[src/rtl/hazard_ctrl.sv]
// ============================================================================
// hazard_ctrl : pipeline sequencer for the 5-stage RV32I core
//   Generates load-use bubbles, redirect flushes, dmem freeze and timeout error.
//   Optional HAZARD_PERF_EN adds stall_cycles / flush_count counters.
// Revision: 1.0
// ============================================================================
`default_nettype none

module hazard_ctrl #(
  parameter int MEM_TIMEOUT = 16,
  parameter int CNT_W       = 5
) (
  input  logic       clk,
  input  logic       rst,
  input  logic [4:0] id_rs1,
  input  logic [4:0] id_rs2,
  input  logic       id_use_rs1,
  input  logic       id_use_rs2,
  input  logic [4:0] ex_rd,
  input  logic       ex_is_load,
  input  logic       ex_pc_src,
  input  logic       mem_dmem_req,
  input  logic       mem_dmem_ack,
  output logic       stall_fetch,
  output logic       stall_decode,
  output logic       stall_execute,
  output logic       stall_memory,
  output logic       flush_decode,
  output logic       flush_execute,
  output logic       mem_err
`ifdef HAZARD_PERF_EN
  ,
  output logic [31:0] stall_cycles,
  output logic [31:0] flush_count
`endif
);

  localparam logic [1:0] ST_RUN      = 2'd0;
  localparam logic [1:0] ST_MEM_WAIT = 2'd1;
  localparam logic [1:0] ST_ERROR    = 2'd2;

  localparam logic [CNT_W-1:0] TIMEOUT_LAST = CNT_W'(MEM_TIMEOUT - 1);
  localparam logic [CNT_W-1:0] CNT_MAX      = {CNT_W{1'b1}};

  logic [1:0]       state_q, state_d;
  logic [CNT_W-1:0] wait_cnt_q, wait_cnt_d;
  logic             mem_err_q, mem_err_d;

  logic mem_wait;
  logic mem_freeze;
  logic redirect;
  logic load_use;

  always_comb begin
    mem_wait   = mem_dmem_req & ~mem_dmem_ack;
    mem_freeze = mem_wait | (state_q == ST_ERROR);
    redirect   = ex_pc_src & ~mem_freeze;
    // x0 is never a real producer, so a load targeting it cannot create a hazard
    load_use   = ex_is_load & (ex_rd != 5'd0) &
                 ((id_use_rs1 & (id_rs1 == ex_rd)) |
                  (id_use_rs2 & (id_rs2 == ex_rd)));
  end

  always_comb begin
    state_d    = state_q;
    wait_cnt_d = wait_cnt_q;
    mem_err_d  = mem_err_q;
    case (state_q)
      ST_RUN: begin
        wait_cnt_d = '0;
        if (mem_wait) state_d = ST_MEM_WAIT;
      end
      ST_MEM_WAIT: begin
        if (mem_dmem_ack) begin
          state_d = ST_RUN;
        end else begin
          if (wait_cnt_q == TIMEOUT_LAST) begin
            state_d   = ST_ERROR;
            mem_err_d = 1'b1;
          end
          if (wait_cnt_q != CNT_MAX) wait_cnt_d = wait_cnt_q + CNT_W'(1);
        end
      end
      ST_ERROR: begin
        state_d = ST_ERROR;
      end
      default: begin
        state_d = ST_RUN;
      end
    endcase
  end

  always_ff @(posedge clk) begin
    if (!rst) begin
      state_q    <= ST_RUN;
      wait_cnt_q <= '0;
      mem_err_q  <= 1'b0;
    end else begin
      state_q    <= state_d;
      wait_cnt_q <= wait_cnt_d;
      mem_err_q  <= mem_err_d;
    end
  end

  always_comb begin
    stall_fetch   = 1'b0;
    stall_decode  = 1'b0;
    stall_execute = 1'b0;
    stall_memory  = 1'b0;
    flush_decode  = 1'b0;
    flush_execute = 1'b0;
    if (!rst) begin
      flush_decode  = 1'b1;
      flush_execute = 1'b1;
    end else if (mem_freeze) begin
      stall_fetch   = 1'b1;
      stall_decode  = 1'b1;
      stall_execute = 1'b1;
      stall_memory  = 1'b1;
    end else if (redirect) begin
      flush_decode  = 1'b1;
      flush_execute = 1'b1;
    end else if (load_use) begin
      stall_fetch   = 1'b1;
      stall_decode  = 1'b1;
      flush_execute = 1'b1;
    end
  end

  assign mem_err = mem_err_q;

`ifdef HAZARD_PERF_EN
  logic [31:0] stall_cycles_q, stall_cycles_d;
  logic [31:0] flush_count_q, flush_count_d;
  logic        any_stall;

  always_comb begin
    any_stall      = stall_fetch | stall_decode | stall_execute | stall_memory;
    stall_cycles_d = stall_cycles_q;
    flush_count_d  = flush_count_q;
    if (any_stall) stall_cycles_d = stall_cycles_q + 32'd1;
    if (redirect)  flush_count_d  = flush_count_q + 32'd1;
  end

  always_ff @(posedge clk) begin
    if (!rst) begin
      stall_cycles_q <= 32'd0;
      flush_count_q  <= 32'd0;
    end else begin
      stall_cycles_q <= stall_cycles_d;
      flush_count_q  <= flush_count_d;
    end
  end

  assign stall_cycles = stall_cycles_q;
  assign flush_count  = flush_count_q;
`endif

endmodule

`default_nettype wire

[config.mk]
export PLATFORM = sky130hd
export DESIGN_NAME = hazard_ctrl
export DESIGN_NICKNAME = d
export VERILOG_FILES = /design/src/rtl/hazard_ctrl.sv
export SDC_FILE = /design/constraint.sdc
export NUM_CORES = 1
export LEC_CHECK = 0
export ABC_AREA = 1
export CAP_MARGIN = 40
export CORE_UTILIZATION = 43
export CTS_BUF_LIST = sky130_fd_sc_hd__clkbuf_4
export CTS_CLUSTER_SIZE = 40
export DETAILED_ROUTE_END_ITERATION = 8
export PLACE_DENSITY_LB_ADDON = 0.05
export REMOVE_ABC_BUFFERS = 1
export SLEW_MARGIN = 20
export SYNTH_ARGS = -nofsm -noshare
export SYNTH_HDL_FRONTEND = slang
export SYNTH_SLANG_ARGS = --single-unit
[constraint.sdc]
create_clock -name clk -period 1.9 [get_ports clk]
set_clock_uncertainty 0.05 [all_clocks]
set_input_delay 0.19 -clock clk [delete_from_list [all_inputs] [get_ports clk]]
set_output_delay 0.19 -clock clk [all_outputs]
set_load 0.1 [all_outputs]
==> results of run 1 <==
==> placed cells by master, fill, tap and decap left out, types with 2 or more instances in the layout <==
cell                              instances
sky130_fd_sc_hd__nand2_1                 39
sky130_fd_sc_hd__inv_1                   21
sky130_fd_sc_hd__clkdlybuf4s50_1         19
sky130_fd_sc_hd__nor2_1                  13
sky130_fd_sc_hd__inv_2                    8
sky130_fd_sc_hd__a21oi_1                  8
sky130_fd_sc_hd__dfxtp_1                  8
sky130_fd_sc_hd__buf_12                   6
sky130_fd_sc_hd__nand3_1                  5
sky130_fd_sc_hd__nand2_2                  4
sky130_fd_sc_hd__nor3_1                   3
sky130_fd_sc_hd__nor2_2                   3
sky130_fd_sc_hd__ha_1                     3
sky130_fd_sc_hd__clkbuf_4                 3
sky130_fd_sc_hd__dlymetal6s2s_1           3
sky130_fd_sc_hd__o21ai_1                  2
sky130_fd_sc_hd__nor3_2                   2
sky130_fd_sc_hd__buf_4                    2
==> per-layer routing <==
metal | GRT usage (%) | up-vias
met4 | 5.00 | 0
met5 | 0 | -
li1 | - | 447
met1 | 23.9 | 345
met2 | 32.3 | 27
met3 | 11.2 | 2
==> state kept, by name, summed over array words and instances (netlist names) <==
name and flops:
wait_cnt_q 5, state_q 2, mem_err 1
==> path summary, 6_finish.rpt <==
kind	start	endpoint	slack (ns)	cells after the start
setup / recovery	ex_rd[1]	stall_fetch	0.14	10
hold / removal	mem_err	mem_err	0.42	2
setup reg to reg	wait_cnt_q[1]	wait_cnt_q[2]	0.25	9
hold reg to reg	mem_err	mem_err	0.42	2
==> repair_timing <==
action / CTS / global route
hold buffers: 0 / 0
endpoints found under the setup margin: 0 / 2
gates resized for setup: 0 / 4
==> report_power, final <==
group | internal [uW] | switching, uW
sequential | 171 | 3.23
combinational | 92.2 | 123
clock | 72.7 | 63.6
==> cell type report <==
cell class,instances,area [um^2]
fill,141,424
clock buffer,3,22.5
tap,16,20.0
sequential,8,160
inverter,30,113
timing repair buffer,30,363
multi-input combinational,87,422
==> critical path: cells and delay by family <==
kind	cells	cell delay, ns
and+or+nand+nor	7	0.56
buffers and inverters	3	0.77
==> kinds of logic (layout without fill, tap and decap cells) <==
family / count (synthesis) / in the layout / share of synthesized area [%]
compound gates: 13 / 13 / 10.1
buf+inv: 32 / 63 / 18.1
fa+ha+maj: 3 / 3 / 5.31
simple gates: 71 / 71 / 43.9
flops: 8 / 8 / 22.7
==> through the flow <==
step	power, uW	cell area, um^2	worst slack (ns)	hold slack, ns	cells
4_1_cts	531	1090	0.0758	0.427	174
5_1_grt	560	1100	0.0193	0.450	174
6_report	526	1100	0.136	0.417	174
3_3_place_gp	391	1070	0.100	0.404	171
3_5_place_dp	394	1070	0.0842	0.414	171
2_1_floorplan	296	692	-1.94	0.282	125
==> results.txt, run 1 <==
* Commonest cells in the netlist: 40 x sky130_fd_sc_hd__nand2_1, 21 x sky130_fd_sc_hd__inv_1, 13 x sky130_fd_sc_hd__nor2_1
* Average routed wire per standard cell: 9.03 um
* Final Net Count: ~190
- In this run the power density over the cells is 478 mW/mm^2.
- The via count of the first global-routing pass is roughly 750.
- Standard-cell rows: 14
- Starting DRT DRC Count: 11
- The first global-routing pass estimated 2.80 mm of wire.
* Worst path required time: 1.66 ns
- Global placer's final weighted congestion: 0.792
* Headroom to the max-slew limit: 81.2%
* Clock tree from TritonCTS: yes
* Max Cap Viol: 0
- Placed wire-length estimate after detailed placement: 1.33 mm
- Seq cells post-synth: 8
* Largest net degree at the start of global routing: 7
* Synthesis Warnings: 0
- Final count of negative-setup-slack endpoints: 0
* Combined area of all synthesized cells: 707 um^2
- Once the floorplan was initialized, standard cells occupied 46.4% of the core.
* Residual overflow from global routing: 0
* Startpoint class of the critical path: input port
- Drt drc: 0
- Counting stages on the worst path, the most repeated cell is sky130_fd_sc_hd__nand2_1.
* Floorplan core area: 0.00152 mm^2
- Dominant cells by area after synthesis: sky130_fd_sc_hd__dfxtp_1 23%, sky130_fd_sc_hd__nand2_1 21%, sky130_fd_sc_hd__inv_1 11%
* Root buffer selected by CTS: sky130_fd_sc_hd__clkbuf_4
- In the synthesized netlist, the number of instances is 127.
- Most frequently used cell type in the post-synthesis netlist: sky130_fd_sc_hd__nand2_1
- The floorplan step set the die height to 42.5 um.
- In this run the mean area of a mapped cell was 5.57 um^2.
* Aggregate global-route resource usage: 20.4%
* Part of the Yosys area used for sequential elements: roughly 23%
- IR analysis of the VDD net gives a maximum drop of 0.000422 V.
- Max Buffers Root-to-Sink: 2
* Dominant cell type by area after synthesis: sky130_fd_sc_hd__dfxtp_1
- Post-detailed-routing wire length: 1.57 mm
* Measured slew at the worst slew-check pin: 0.280 ns
* Number of buffers added for setup after CTS: 0
* Final worst-path cycle share: 92.9%
* Worst skew pair latency: 0.26 ns
- Derived from the worst setup path, the maximum achievable clock frequency is 0.567 GHz.
- Relative area change from synthesis to final layout: 55.6%
- Distinct cells, synth: 20
- Using the TritonRoute via totals, the vias-per-cell ratio works out to 4.72.
* CTS buffer count: 3
- Maximum fanout along the worst path: 3
* Count of endpoints failing hold in the final timing report: 0
* First-pass detailed-route iteration total: 4
- Final ANT Viol Nets: 0
- Ant. Diodes: 0
* Arrival time reported for the critical path endpoint: ~1.5 ns
* Slew Limit Fails: 0
* Clock input transition at the sequential cells of the worst setup and hold paths: 0.06 ns
- Highest-delay cell along the critical path: sky130_fd_sc_hd__clkdlybuf4s50_1
- Adding up every negative setup slack in the final design gives 0 ns.
* H-tree depth reported by CTS: 1
- The routed design uses 688 um of met2 wire.
- Most instantiated flip-flop cell in the synthesis netlist: sky130_fd_sc_hd__dfxtp_1
- Walking the worst path, the cells encountered are clkdlybuf4s50_1 > inv_1 > nand2_1 > nand2_1 > nor2_1 > nand3_1 > nand2_1 > nand3_1 > nand2_2 > buf_12.
- Overall die width: 42.5 um
- Leakage power summed over all cells: 0.000574 uW
* Post-route core utilization: 72.2%
- Time the final worst path needs with I/O delays and setup: 1.76 ns
- The synthesized design contains 0 enable-type register cells.
* Met1 WL: 732 um
- The flow ran to the end, and the final reports show no timing, DRC or antenna violations.
- In this run the count of I/O pins placed on the die edge is 30.
* Initial antenna violation count: 0
- CP Capture Type: output port
- Detailed routing inserted a total of 821 vias.
- Floorplan die area: 0.00181 mm^2
* RSZ-0062 raised after global routing: false
* Clock sinks: 8
* Port Buffer Count: 29
- WS Path Type: input port to output port
- Top routing layer in use: met4
* Hold Path Class: flip-flop to flip-flop
- Summed over all nets, wire length on met3 after detailed routing comes to 142 um.
* Largest stage delay on the critical path: 0.50 ns
- Post-synthesis async set-or-reset flop share: 0%
- Fraction of final layout cells sized beyond drive strength 1: 18.4%
- Area share of the largest cell type after synthesis: 22.7%
Note: power is estimated with default switching activity, not from simulation.
==> inputs of run 2 (changes only) <==
--- a/config.mk
+++ b/config.mk
@@ -11,7 +11,7 @@
 export CTS_BUF_LIST = sky130_fd_sc_hd__clkbuf_4
 export CTS_CLUSTER_SIZE = 40
 export DETAILED_ROUTE_END_ITERATION = 8
-export PLACE_DENSITY_LB_ADDON = 0.05
+export PLACE_DENSITY = 0.81
 export REMOVE_ABC_BUFFERS = 1
 export SLEW_MARGIN = 20
 export SYNTH_ARGS = -nofsm -noshare
==> results.txt, run 2 (same netlist as run 1, synthesis figures left out) <==
- The row count came to 14 (unchanged).
- In this run the critical register-to-register path is captured at wait_cnt_q[3].
* Residual overflow from global routing: 0 (unchanged)
* Post-detailed-routing wire length: 1.66 mm (+5.5%)
* Number of flip-flops under the largest register name: 5 (unchanged)
- The number of buffers inserted to repair setup after CTS came to 0 (unchanged).
* Floorplan die area: 0.00181 mm^2 (unchanged)
* Cell mode on critical path: sky130_fd_sc_hd__nand2_1
- DP Cell Count: 171 (unchanged)
* Max Buffers Root-to-Sink: 2 (unchanged)
- The maximum VDD drop came to 0.000354 V (-16%).
- Area of the multi-input gates: 422 um^2 (unchanged)
* Count of endpoints failing hold in the final timing report: 0 (unchanged)
- Ports placed on the boundary: 30 (unchanged)
- FF/Latch Area: 160 um^2 (unchanged)
* Worst Setup Slack post-DPL: 0.0491 ns (-0.0351 ns)
* Arrival time reported for the critical path endpoint: 1.54 ns (+0.02 ns)
- RSZ-0062 raised after global routing: false
- The final clock period utilization by the worst path came to 93.7% (+0.86 points).
- Floorplan core area: 0.00152 mm^2 (unchanged)
- Crit-path cells: clkdlybuf4s50_1 > inv_1 > nand2_1 > nand2_1 > nor2_1 > nand3_1 > nand2_1 > nand3_1 > nand2_2 > buf_12
- The number of design rule violations left after detail routing was 0 (unchanged).
- The routability-driven placement congestion ratio was 0.797 (+0.61%).
* Final Net Count: 186 (unchanged)
* Final count of negative-setup-slack endpoints: 0 (unchanged)
* Largest stage delay on the critical path: 0.50 ns (about the same)
- Largest Register: wait_cnt_q
- Port Buffer Count: 29 (unchanged)
- Clock input transition at the sequential cells of the worst setup and hold paths: 0.05 ns (about the same)
- Hold-critical path endpoint: wait_cnt_q[4]
- The biggest fanout along the worst timing path is 3 (unchanged).
- The synthesis-to-finish area growth was 55.6% (unchanged).
* Vias after detailed routing: 797 (-2.9%)
- The minimum clock period after layout was 1.78 ns (+0.0163 ns).
- The global-route wire length before repair was 2.78 mm (-0.75%).
- Hold Crit Depth: 2 (unchanged)
- Worst hold path startpoint: wait_cnt_q[4]
* H-tree depth reported by CTS: 1 (unchanged)
* Die Span Y: 42.5 um (unchanged)
* Max frequency: 0.562 GHz (-0.92%)
- Global routing met3 resource utilization: 6.90% (-4.3 points)
- The number of routed nets with antenna violations came to 0 (unchanged).
* Vias per cell: 4.58 (-2.9%)
- The utilization after layout is 72.2% (unchanged).
- CTS buffer count: 3 (unchanged)
* Sequential share of power: 33.7% (+0.5 points)
* Peak-usage layer in the global routing report: met2
- The half-perimeter wire length after placement came to 1.42 mm (+7.0%).
- Highest-count cells in the layout ignoring fill and taps: 39 x sky130_fd_sc_hd__nand2_1, 21 x sky130_fd_sc_hd__inv_1, 19 x sky130_fd_sc_hd__clkdlybuf4s50_1, 13 x sky130_fd_sc_hd__nor2_1
- The number of instances resized during post-cts repair came to 0 (unchanged).
- The total global routing track utilization came to 20.5% (+0.16 points).
* Highest-delay cell along the critical path: sky130_fd_sc_hd__clkdlybuf4s50_1
- Root buffer selected by CTS: sky130_fd_sc_hd__clkbuf_4
- By startpoint and endpoint, the worst setup path is classified as input port to output port.
* Clock tree from TritonCTS: yes
* Average routed wire per standard cell: 9.52 um (+5.5%)
- The startpoint identified for the worst register-to-register timing path is wait_cnt_q[1].
* Worst path required time: 1.66 ns (about the same)
- Startpoint class of the critical path: input port
* Headroom to the max-slew limit: 82.4% (+1.3 points)
* Portion of total power attributed to the clock network: 24.7% (-1.2 points)
* Fraction of final layout cells sized beyond drive strength 1: 18.4% (unchanged)
* Global-route track usage on met1: 20.9% (-2.9 points)
- The share of power burned in combinational logic is 41.6% (+0.7 points).
- The met2 demand-to-capacity share in global routing was 38.2% (+5.8 points).
- The via count of the first global-routing pass was 709 (-5.8%).
- Ant. Diodes: 0 (unchanged)
* Clock sinks: 8 (unchanged)
- Post-route worst setup slack: 0.119 ns (-0.0163 ns)
- Slack of the worst reg-to-reg path: 0.24 ns (about the same)
- The clock network latency to the later pin of the worst-skew pair was 0.25 ns (about the same).
* Initial standard-cell utilization of the core: 46.4% (unchanged)
- Most common cell after layout, fill and taps aside: sky130_fd_sc_hd__nand2_1
* Max Cap Viol: 0 (unchanged)
* Pwr/cell area: 471 mW/mm^2 (-1.4%)
- The starting DRC count in detailed routing is 16 (+5).
- Internal power summed over all cells: 336 uW (-0.12%)
- The static leakage power came to 0.000574 uW (unchanged).
* Result of the run: finished clean
- The die boundary width was 42.5 um (unchanged).
- The path class of the tightest hold or removal check is flip-flop to flip-flop.
* Initial antenna violation count: 0 (unchanged)
- Measured slew at the worst slew-check pin: 0.262 ns (-0.0188 ns)
- Net Sw Frac: 35.2% (-0.84 points)
- First-pass detailed-route iteration total: 4 (unchanged)
* Largest net degree at the start of global routing: 7 (unchanged)
- The total of hold buffers inserted after clock tree synthesis was 0 (unchanged).
- The worst-case reg-to-reg path depth is 9 (unchanged).
- The worst setup path is captured at an output port.
- The number of non-filler instances in the completed layout was 174 (unchanged).
- Count of filler cells inserted in the layout: 124 (-12%)
* Slew Limit Fails: 0 (unchanged)
* Psw: 182 uW (-3.7%)
-- run 2: stage by stage --
step                hold WS [ns]  setup TNS (ns)  power [uW]  instance area [um^2]
CTS                        0.448               0         527                  1090
finish                     0.446               0         518                  1100
floorplan                  0.282           -5.23         296                   692
global route               0.465               0         551                  1100
detailed placement         0.435               0         394                  1070
global placement           0.409               0         390                  1070
-- run 2: power by group through the flow --
stage / combinational (uW) / clock (uW) / sequential [uW]
CTS: 217 / 136 / 174
global placement: 213 / 0 / 178
floorplan: 118 / 0 / 178
finish: 216 / 128 / 174
detailed placement: 216 / 0 / 178
global route: 232 / 144 / 175
-- run 2: critical path: cells and delay by family --
| kind | cells | cell delay [ns] |
|---|---|---|
| buffers and inverters | 3 | 0.76 |
| AND/OR/NAND/NOR | 7 | 0.57 |
-- run 2: per-layer routing --
| layer | vias up | part of all wire (%) |
|---|---|---|
| li1 | 446 | - |
| met1 | 330 | 44 |
| met2 | 19 | 50 |
| met3 | 2 | 5.3 |
| met4 | 0 | 0.84 |
| met5 | - | 0 |
-- run 2: area by class of cell --
cell class              count  share of cell area (%)
flip-flops and latches      8                    14.6
multi-input cells          87                    38.3
well taps                  16                    1.82
clock buffers               3                    2.05
inverters                  30                    10.2
repair buffers             30                    33.0
-- run 2: worst max-delay path by stage --
stage          startpoint      endpoint  slack, ns  cells past startpoint
3_3_place_gp     ex_rd[3]   stall_fetch        0.1                     10
6_report         ex_rd[1]   stall_fetch       0.12                     10
2_1_floorplan  state_q[1]  stall_decode      -1.94                      6
3_5_place_dp     ex_rd[3]   stall_fetch       0.05                     10
5_1_grt         id_rs1[1]   stall_fetch      0.006                     10
4_1_cts          ex_rd[3]   stall_fetch       0.04                     10
==> inputs of run 3 (changes only) <==
--- a/config.mk
+++ b/config.mk
@@ -7,11 +7,11 @@
 export LEC_CHECK = 0
 export ABC_AREA = 1
 export CAP_MARGIN = 40
-export CORE_UTILIZATION = 43
+export CORE_UTILIZATION = 50
 export CTS_BUF_LIST = sky130_fd_sc_hd__clkbuf_4
 export CTS_CLUSTER_SIZE = 40
 export DETAILED_ROUTE_END_ITERATION = 8
-export PLACE_DENSITY = 0.81
+export DONT_BUFFER_PORTS = 1
 export REMOVE_ABC_BUFFERS = 1
 export SLEW_MARGIN = 20
 export SYNTH_ARGS = -nofsm -noshare
==> results.txt, run 3 (same netlist as run 1, synthesis figures left out) <==
- The number of hold violations in the final report was 0 (unchanged).
- The starting DRC count in detailed routing came to 6 (-10).
* Vias in the first global route: 651 (-8.2%)
- The worst setup path is launched from a flip-flop.
- The power density of the placed cells was 559 mW/mm^2 (+19%).
* Measured slew at the worst slew-check pin: 0.266 ns (+0.00462 ns)
- Drt drc: 0 (unchanged)
- The area of the die is 0.00157 mm^2 (-13%).
- The required time of the critical path came to 1.66 ns (about the same).
- Max Cap Viol: 0 (unchanged)
- The number of pins with negative max-slew slack in the final report was 0 (unchanged).
- The detailed-routing iteration count for the pre-antenna-repair pass is 4 (unchanged).
- Arrival time reported for the critical path endpoint: 1.46 ns (-0.08 ns)
- Average routed wire per standard cell: 9.56 um (+0.40%)
- Hold Crit Depth: 2 (unchanged)
- The final clock period utilization by the worst path came to 89.4% (-4.3 points).
* Slack of the worst reg-to-reg path: 0.26 ns (+0.02 ns)
* Standard-cell rows: 13 (-1)
- The net total in the final layout came to 161 (-13%).
- The final count of negative-setup-slack endpoints came to 0 (unchanged).
- Residual overflow from global routing: 0 (unchanged)
* Vias after detailed routing: 715 (-10%)
* Clock sinks: 8 (unchanged)
- The placeable core region came to 0.00130 mm^2 (-15%).
- Clock tree from TritonCTS: yes
- Global placer's final weighted congestion: 0.678 (-15%)
* Final ANT Viol Nets: 0 (unchanged)
- Maximum vdd ir drop: 0.000363 V (+2.4%)
- Post-route core utilization: 62.7% (-9.5 points)
- The largest net degree at the start of global routing was 7 (unchanged).
* Worst-case reg-to-reg path depth: 9 (unchanged)
- Port Buffer Count: 0 (-100%)
* Die Span Y: 39.6 um (-6.9%)
- The worst slew margin relative to its limit was 82.1% (-0.31 points).
* Most common cell after layout, fill and taps aside: sky130_fd_sc_hd__nand2_1
- WS Path Type: flip-flop to output port
* Ports placed on the boundary: 30 (unchanged)
- Hold Path Class: input port to flip-flop
- Number of buffers added for setup after CTS: 0 (unchanged)
- The starting utilization of the core area came to 54.3% (+7.9 points).
- Fraction of final layout cells sized beyond drive strength 1: 19.5% (+1.2 points)
* CP Capture Type: output port
- The largest buffer count on any clock path came to 2 (unchanged).
- Max frequency: 0.589 GHz (+4.8%)
- The biggest fanout along the worst timing path was 4 (+1).
* Leakage power summed over all cells: 0.000434 uW (-24%)
- Root buffer selected by CTS: sky130_fd_sc_hd__clkbuf_4
- The via density per instance was 4.83 (+5.5%).
- Placed wire-length estimate after detailed placement: 1.22 mm (-14%)
* Ant. Diodes: 0 (unchanged)
- Setup repair after global routing left no endpoint under its margin.
* Global-route wire length before repair: 2.33 mm (-16%)
- The signal on the critical path passes through inv_2 > o21ai_1 > inv_2 > nor2_4 > inv_1 > nand2_2 > buf_12.
- Worst skew pair latency: 0.26 ns (about the same)
- The total of hold buffers inserted after clock tree synthesis is 0 (unchanged).
* Overall die width: 39.6 um (-6.9%)
- The total wire length after detailed routing was 1.42 mm (-15%).
* Largest stage delay on the critical path: 0.41 ns (-0.09 ns)
* Aggregate global-route resource usage: 22.5% (+2.0 points)
- The number of instances resized during post-cts repair is 0 (unchanged).
- Relative area change from synthesis to final layout: 15.4%
- Time the final worst path needs with I/O delays and setup: 1.70 ns (-0.0815 ns)
* Clock input transition at the sequential cells of the worst setup and hold paths: 0.05 ns (about the same)
* Placement Cell Area: 793 um^2 (-26%)
- Highest-count cells in the layout ignoring fill and taps: 39 x sky130_fd_sc_hd__nand2_1, 21 x sky130_fd_sc_hd__inv_1, 13 x sky130_fd_sc_hd__nor2_1
- Cell mode on critical path: sky130_fd_sc_hd__inv_2
* Summed negative setup slack over all endpoints: 0 ns (unchanged)
* Highest-delay cell along the critical path: sky130_fd_sc_hd__dfxtp_1
- The number of flip-flops in the largest register is 5 (unchanged).
- The deepest level of the CTS H-tree is 1 (unchanged).
* Result of the run: finished clean
- Ranked by flip-flop count, first place goes to wait_cnt_q.
- The number of buffers inserted during clock tree synthesis was 3 (unchanged).
- Post-route cell area: 816 um^2 (-26%)
- Initial antenna violation count: 0 (unchanged)
==> run 3: changes by cell type in the layout (fill, tap and decap cells not counted) <==
cell                              previous run  this run
sky130_fd_sc_hd__nor2_2                      3         2
sky130_fd_sc_hd__nor2_4                      0         1
sky130_fd_sc_hd__dlymetal6s2s_1              3         0
sky130_fd_sc_hd__buf_12                      6         3
sky130_fd_sc_hd__clkdlybuf4s50_1            19         0
==> run 3: worst paths after layout <==
| path | end | from |
|---|---|---|
| setup / recovery | stall_fetch | state_q[1] |
| hold / removal | state_q[0] | rst |
| setup reg to reg | wait_cnt_q[2] | wait_cnt_q[1] |
| hold reg to reg | mem_err | mem_err |
==> run 3: through the flow <==
stage | instances | power [uW] | setup slack, ns | hold WS (ns)
2_1_floorplan | 125 | 296 | -1.94 | 0.282
3_3_place_gp | 145 | 326 | 0.354 | 0.289
3_5_place_dp | 145 | 329 | 0.267 | 0.295
4_1_cts | 148 | 461 | 0.181 | 0.0221
5_1_grt | 148 | 486 | 0.0988 | 0.0504
6_report | 148 | 456 | 0.201 | 0.0290
==> run 3: final cells by class <==
cell class                      instances  area (um^2)
Clock buffer                            3         22.5
Fill cell                             141          485
Timing Repair Buffer                    5         75.1
Tap cell                               15         18.8
Inverter                               30          113
Multi-Input combinational cell         87          427
Sequential cell                         8          160
==> run 3: routing by layer <==
layer | track usage (%) | vias up | part of all wire (%) | wire length (um)
met4 | 5.17 | 0 | 0 | 0
li1 | - | 393 | - | -
met3 | 9.66 | 0 | 8.1 | 114
met2 | 36.9 | 25 | 43 | 606
met5 | 0 | - | 0 | 0
met1 | 26.7 | 297 | 49 | 694
==> run 3: report_power, final <==
group,total [uW],switching (uW),internal [uW]
logic,150,107,42.9
clock network,132,59.3,72.4
registers,174,3.18,171
==> run 3: worst max-delay path: cells and delay by family (launching register included) <==
family / cells / cell delay [ns]
buffers and inverters: 4 / 0.46
DFF: 1 / 0.41
and+or+nand+nor: 2 / 0.19
AOI/OAI and AO/OA: 1 / 0.14
